`config.mk`:
```
export PLATFORM = sky130hd
export DESIGN_NAME = operand_pair_streamer
export DESIGN_NICKNAME = d
export VERILOG_FILES = /design/src/rtl/operand_streamer_pkg.sv /design/src/rtl/operand_pair_streamer_value_select.sv /design/src/rtl/operand_pair_streamer.sv
export SDC_FILE = /design/constraint.sdc
export NUM_CORES = 1
export LEC_CHECK = 0
export CAP_MARGIN = 10
export CORE_MARGIN = 8
export CORE_UTILIZATION = 49
export DETAILED_ROUTE_END_ITERATION = 10
export GPL_TIMING_DRIVEN = 0
export PLACE_DENSITY_LB_ADDON = 0.1
export RECOVER_POWER = 25
export SYNTH_ARGS = -nofsm -noshare
export SYNTH_HDL_FRONTEND = slang
export SYNTH_SLANG_ARGS = --single-unit
```
`constraint.sdc`:
```
create_clock -name clock -period 3.9 [get_ports clock]
set_input_delay 0.78 -clock clock [delete_from_list [all_inputs] [get_ports clock]]
set_output_delay 0.78 -clock clock [all_outputs]
set_load 0.05 [all_outputs]
```
`src/rtl/operand_streamer_pkg.sv`:
```
// Shared types and default widths for the operand pair streamer.
// Holds the streamer state enum and the default width constants.
package operand_streamer_pkg;

    localparam int BITMASK_LENGTH = 8;
    localparam int INDEX_BITWIDTH = 3;
    localparam int COUNT_BITWIDTH = 4;
    localparam int VALUE_BITWIDTH = 8;

    typedef enum logic {
        IDLE   = 1'b0,
        STREAM = 1'b1
    } state_e;

endpackage

```
`src/rtl/operand_pair_streamer_value_select.sv`:
```
// operand_value_select: combinational BITMASK_LENGTH:1 value mux.
// Ports: values_i packed value slots, idx_i slot index, value_o selected slot.
module operand_value_select #(
    parameter int BITMASK_LENGTH = 8,
    parameter int INDEX_BITWIDTH = 3,
    parameter int VALUE_BITWIDTH = 8
) (
    input  logic [BITMASK_LENGTH*VALUE_BITWIDTH-1:0] values_i,
    input  logic [INDEX_BITWIDTH-1:0]                idx_i,
    output logic [VALUE_BITWIDTH-1:0]                value_o
);

    always_comb begin
        value_o = '0;
        for (int j = 0; j < BITMASK_LENGTH; j++) begin
            if (idx_i == INDEX_BITWIDTH'(j)) begin
                value_o = values_i[j*VALUE_BITWIDTH +: VALUE_BITWIDTH];
            end
        end
    end

endmodule

```
`src/rtl/operand_pair_streamer.sv`:
```
// operand_pair_streamer: turns a match-result block into one
// (activation, weight) pair beat per cycle under valid/ready.
// Ports: clock/resetn (async active-low); in_* block handshake + data;
// out_* registered beat (act, wgt, pos, last) with valid/ready.
// Option macro: OPERAND_STREAMER_PREFETCH_EN (accept next block on last beat).
module operand_pair_streamer
    import operand_streamer_pkg::*;
#(
    parameter int BITMASK_LENGTH = operand_streamer_pkg::BITMASK_LENGTH,
    parameter int INDEX_BITWIDTH = operand_streamer_pkg::INDEX_BITWIDTH,
    parameter int COUNT_BITWIDTH = operand_streamer_pkg::COUNT_BITWIDTH,
    parameter int VALUE_BITWIDTH = operand_streamer_pkg::VALUE_BITWIDTH
) (
    input  logic                                     clock,
    input  logic                                     resetn,
    input  logic                                     in_valid,
    output logic                                     in_ready,
    input  logic [COUNT_BITWIDTH-1:0]                in_count,
    input  logic [BITMASK_LENGTH*INDEX_BITWIDTH-1:0] in_idx_a,
    input  logic [BITMASK_LENGTH*INDEX_BITWIDTH-1:0] in_idx_w,
    input  logic [BITMASK_LENGTH*VALUE_BITWIDTH-1:0] in_values_a,
    input  logic [BITMASK_LENGTH*VALUE_BITWIDTH-1:0] in_values_w,
    output logic                                     out_valid,
    input  logic                                     out_ready,
    output logic [VALUE_BITWIDTH-1:0]                out_act,
    output logic [VALUE_BITWIDTH-1:0]                out_wgt,
    output logic [INDEX_BITWIDTH-1:0]                out_pos,
    output logic                                     out_last
);

    localparam int IW = INDEX_BITWIDTH;
    localparam int CW = COUNT_BITWIDTH;
    localparam int VW = VALUE_BITWIDTH;
    localparam int BL = BITMASK_LENGTH;

    state_e              state_q, state_d;
    logic [BL*IW-1:0]    idx_a_q, idx_a_d;
    logic [BL*IW-1:0]    idx_w_q, idx_w_d;
    logic [BL*VW-1:0]    vals_a_q, vals_a_d;
    logic [BL*VW-1:0]    vals_w_q, vals_w_d;
    logic [CW-1:0]       n_q, n_d;
    logic                valid_q, valid_d;
    logic [VW-1:0]       act_q, act_d;
    logic [VW-1:0]       wgt_q, wgt_d;
    logic [IW-1:0]       pos_q, pos_d;
    logic                last_q, last_d;

    logic                accept;
    logic                advance;
    logic [CW-1:0]       n_in;
    logic [IW-1:0]       nxt_pos;
    logic [IW-1:0]       ia_arr [BL];
    logic [IW-1:0]       iw_arr [BL];
    logic [IW-1:0]       sel_idx_a, sel_idx_w;
    logic [BL*VW-1:0]    sel_vals_a, sel_vals_w;
    logic [VW-1:0]       sel_a, sel_w;

    for (genvar g = 0; g < BL; g++) begin : g_unpack
        assign ia_arr[g] = idx_a_q[g*IW +: IW];
        assign iw_arr[g] = idx_w_q[g*IW +: IW];
    end

`ifdef OPERAND_STREAMER_PREFETCH_EN
    // Next block may land while the last beat drains.
    assign in_ready = (state_q == IDLE) || (last_q && out_ready);
`else
    assign in_ready = (state_q == IDLE);
`endif

    assign accept  = in_valid && in_ready;
    assign advance = valid_q && out_ready;
    assign n_in    = (in_count > CW'(BL)) ? CW'(BL) : in_count;
    assign nxt_pos = pos_q + IW'(1);

    // One mux pair serves both beat 0 of a new block (from the inputs)
    // and beat k+1 of the held block.
    assign sel_idx_a  = accept ? in_idx_a[IW-1:0] : ia_arr[nxt_pos];
    assign sel_idx_w  = accept ? in_idx_w[IW-1:0] : iw_arr[nxt_pos];
    assign sel_vals_a = accept ? in_values_a : vals_a_q;
    assign sel_vals_w = accept ? in_values_w : vals_w_q;

    operand_value_select #(
        .BITMASK_LENGTH (BL),
        .INDEX_BITWIDTH (IW),
        .VALUE_BITWIDTH (VW)
    ) u_sel_a (
        .values_i (sel_vals_a),
        .idx_i    (sel_idx_a),
        .value_o  (sel_a)
    );

    operand_value_select #(
        .BITMASK_LENGTH (BL),
        .INDEX_BITWIDTH (IW),
        .VALUE_BITWIDTH (VW)
    ) u_sel_w (
        .values_i (sel_vals_w),
        .idx_i    (sel_idx_w),
        .value_o  (sel_w)
    );

    always_comb begin
        state_d  = state_q;
        idx_a_d  = idx_a_q;
        idx_w_d  = idx_w_q;
        vals_a_d = vals_a_q;
        vals_w_d = vals_w_q;
        n_d      = n_q;
        valid_d  = valid_q;
        act_d    = act_q;
        wgt_d    = wgt_q;
        pos_d    = pos_q;
        last_d   = last_q;
        if (accept) begin
            state_d  = STREAM;
            idx_a_d  = in_idx_a;
            idx_w_d  = in_idx_w;
            vals_a_d = in_values_a;
            vals_w_d = in_values_w;
            n_d      = n_in;
            valid_d  = 1'b1;
            pos_d    = '0;
            // Empty block still emits one zero beat to close the MAC.
            act_d    = (n_in == '0) ? '0 : sel_a;
            wgt_d    = (n_in == '0) ? '0 : sel_w;
            last_d   = (n_in <= CW'(1));
        end else if (advance) begin
            if (last_q) begin
                state_d = IDLE;
                valid_d = 1'b0;
            end else begin
                pos_d  = nxt_pos;
                act_d  = sel_a;
                wgt_d  = sel_w;
                last_d = (CW'(nxt_pos) == n_q - CW'(1));
            end
        end
    end

    always_ff @(posedge clock or negedge resetn) begin
        if (!resetn) begin
            state_q  <= IDLE;
            idx_a_q  <= '0;
            idx_w_q  <= '0;
            vals_a_q <= '0;
            vals_w_q <= '0;
            n_q      <= '0;
            valid_q  <= 1'b0;
            act_q    <= '0;
            wgt_q    <= '0;
            pos_q    <= '0;
            last_q   <= 1'b0;
        end else begin
            state_q  <= state_d;
            idx_a_q  <= idx_a_d;
            idx_w_q  <= idx_w_d;
            vals_a_q <= vals_a_d;
            vals_w_q <= vals_w_d;
            n_q      <= n_d;
            valid_q  <= valid_d;
            act_q    <= act_d;
            wgt_q    <= wgt_d;
            pos_q    <= pos_d;
            last_q   <= last_d;
        end
    end

    assign out_valid = valid_q;
    assign out_act   = act_q;
    assign out_wgt   = wgt_q;
    assign out_pos   = pos_q;
    assign out_last  = last_q;

endmodule

```
==> run_results.csv <==
group,metric,value,unit
outcome,outcome,"finished, violations left",
outcome,violations,"max-capacitance violations, max-slew violations",
floorplanning,pin_count,206,
clocking,post_cts_resized,0,
clocking,cts.htree.levels,1,
worst_hold_path,hp-start,"idx_w_q[8]",
final_layout,layout_common_cells,"nand2_1, clkdlybuf4s50_1, dfrtp_1",
placement,io_buffers,204,
sta,setup_viol,0,
critical_path,cp.required,4.27,ns
clocking,numCtsBuffers,22,
sta,maxSlewHeadroom,-57.6,%
sta,fin_crit,3.62,ns
global_routing,grt_max_degree,110,
critical_path,start_kind,"input pin",
power_and_ir_drop,leakage,6.13,nW
clocking,clkSinkCount,201,
floorplanning,initial_core_util,49.9,%
worst_hold_path,whs_path_depth,2,
logic_synthesis,synthFlopType,"dfrtp_1",
sta,final.setup.tns,0,ns
floorplanning,rows,51,
global_routing,grt.overflow.total,0,
logic_synthesis,synth.net_count,1255,
power_and_ir_drop,power_density,878,mW/mm²
sta,drv_slew,93,
drt,remaining_drc_errors,0,
global_routing,grt_pass1_vias,8653,
flow_run,max_cap_viol_count,1,
final_layout,stdcell_count,1577,
floorplanning,core_area,0.0195,mm²
power_and_ir_drop,totalPowerFinal,11.3,mW
logic_synthesis,yosysWarnings,0,
clocking,path_clk_slew,0.06,ns
drt,drt.antenna.violating_nets,0,
sta,worst_slack,0.277,ns
clocking,clockRootBuffer,"clkbuf_16",
final_layout,drive_gt1_share,6.71,%
logic_synthesis,async_flop_share,100,%
clocking,cts_hold_buf,0,
critical_path,crit_fanout,10,
critical_path,rr_endpoint,"out_wgt[7]",
drt,via_per_inst,5.26,
sta,tightestPinTransition,2.36,ns
logic_synthesis,syn_area_per_cell,9.09,µm²
drt,routedWlPerCell,18.5,µm
worst_hold_path,hold_class,"flip-flop to flip-flop",
floorplanning,die_h,157,µm
global_routing,grt.total_usage,24.0,%
final_layout,layout.nets,1483,
logic_synthesis,synth-edff-count,0,
global_routing,grt_pass1_wl,46400,µm
placement,place_hpwl,21400,µm
placement,dp_cells,1539,
sta,hold_viol_final,0,
clocking,clk_latency,0.51,ns
critical_path,cp-end-kind,"flip-flop",
sta,max_freq,276,MHz
drt,wl,29100,µm
logic_synthesis,syn_area,0.00972,mm²
clocking,tritoncts,"built",
placement,gp_congestion,0.828,
placement,place_ws,-0.812,ns
floorplanning,die_x,157,µm
drt,drt-pass1-iter-count,5,
critical_path,reg2regPathDepth,10,
critical_path,critical_path_class,"input pin to flip-flop",
logic_synthesis,syn_inst,1069,
sta,period_share,92.9,%
logic_synthesis,synth_seq_cells,201,
logic_synthesis,yosysUniqueCellTypes,51,
critical_path,reg2reg_from,"out_pos[0]",
worst_hold_path,min_to,"idx_w_q[8]",
critical_path,arrival,4.00,ns
floorplanning,die_area,0.0246,mm²
logic_synthesis,ys_seq_area_share,51.8,%
power_and_ir_drop,peakVddDrop,0.000382,V
final_layout,mostFrequentLayoutCell,"nand2_1",
sta,rsz0062_at_grt,"false",
clocking,cts_setup_buffers,0,
clocking,clock_path_buffers,3,
critical_path,r2r_slack,0.39,ns
drt,vias,8302,
drt,drt_iter0_markers,545,
critical_path,critical_path.startpoint,"in_valid",
sta,fin_skew,0.0110,ns
final_layout,area_growth,32.8,%
global_routing,antenna_found_initial,4,
## layout make-up
cell class / instances / area [µm²]
Clock inverter: 6 / 105
Sequential cell: 201 / 5030
Inverter: 14 / 52.6
Antenna cell: 1 / 2.50
Clock buffer: 32 / 679
Buffer: 67 / 319
Timing Repair Buffer: 205 / 2060
Multi-Input combinational cell: 786 / 4320
Fill cell: 1625 / 6560
Tap cell: 265 / 332
## power by group
| group | switching [mW] | total (mW) | internal [mW] |
|---|---|---|---|
| registers | 0.426 | 3.51 | 3.08 |
| logic | 3.37 | 5.59 | 2.23 |
| clock network | 0.833 | 2.23 | 1.40 |
## worst max path at each step
| stage | to | cells after the start |
|---|---|---|
| 4_1_cts | out_wgt[2] | 10 |
| 5_1_grt | idx_a_q[20] | 9 |
| 6_report | out_wgt[2] | 10 |
| 3_5_place_dp | vals_a_q[18] | 11 |
| 2_1_floorplan | out_act[6] | 11 |
| 3_3_place_gp | vals_a_q[32] | 1 |
## logic make-up (layout without fill, tap and decap cells)
family                   count (synthesis)  in the layout  share of synthesized area, %
multiplexers                            95             95                          11.7
AND/OR/NAND/NOR                        560            560                          22.8
adder cells (fa/ha/maj)                  2              2                         0.257
AO/OA/AOI/OAI                          125            125                          9.36
buffers and inverters                   82            324                          3.85
flip-flops                             201            201                          51.8
other                                    0              1                             0
XOR/XNOR                                 4              4                         0.361
## sequential cells by signal, indices dropped and copies added (netlist names), 3 cells and up
register and count:
out_act 8, n_q 4, out_wgt 8, idx_a_q 24, vals_w_q 64, idx_w_q 24, vals_a_q 64, out_pos 3
## critical path, stage by stage
cell	delay, ns
clkdlybuf4s50_1	0.51
nor2b_1	0.13
buf_2	0.20
clkbuf_2	0.34
buf_2	0.38
buf_1	0.67
mux2i_1	0.26
a211oi_1	0.39
o21ai_0	0.17
o311ai_0	0.16
## stage by stage
step / hold WS (ns) / cell area, µm² / util (%)
final: 0.467 / 12900 / 66.3
after global routing: 0.481 / 12900 / 66.3
after CTS: 0.311 / 12900 / 66.3
after detailed placement: 0.457 / 12100 / 62.3
after global placement: 0.448 / 12100 / 62.1
after floorplan: 0.436 / 9720 / -
## metal layers
layer / up-vias / GRT usage (%) / wire (µm)
li1: 4024 / - / -
met4: 6 / 8.05 / 835
met1: 3915 / 32.4 / 12700
met3: 59 / 5.27 / 2150
met5: - / 0 / 37
met2: 298 / 37.6 / 13400
## cell usage after synthesis, types with 4 or more instances
cell / n / area [µm²]
inv_1: 13 / 48.8
a211oi_1: 30 / 225
nand2_1: 505 / 1900
o21ai_0: 19 / 95.1
o22ai_1: 8 / 50.1
a31oi_1: 9 / 56.3
a311oi_1: 9 / 78.8
mux2i_1: 58 / 581
nor2b_1: 19 / 119
o21a_1: 4 / 30.0
nor2_1: 8 / 30.0
mux4_1: 6 / 158
o311ai_0: 7 / 61.3
a21oi_1: 6 / 30.0
nand3_1: 9 / 45.0
dfrtp_1: 201 / 5030
or3_1: 4 / 25.0
mux2_2: 25 / 282
o211ai_1: 8 / 60.1
clkbuf_1: 40 / 150
buf_1: 13 / 48.8
a2bb2oi_1: 7 / 61.3
buf_2: 9 / 45.0
o2bb2ai_1: 7 / 61.3
mux4_2: 4 / 90.1
Power figures use the tool's default switching activity.
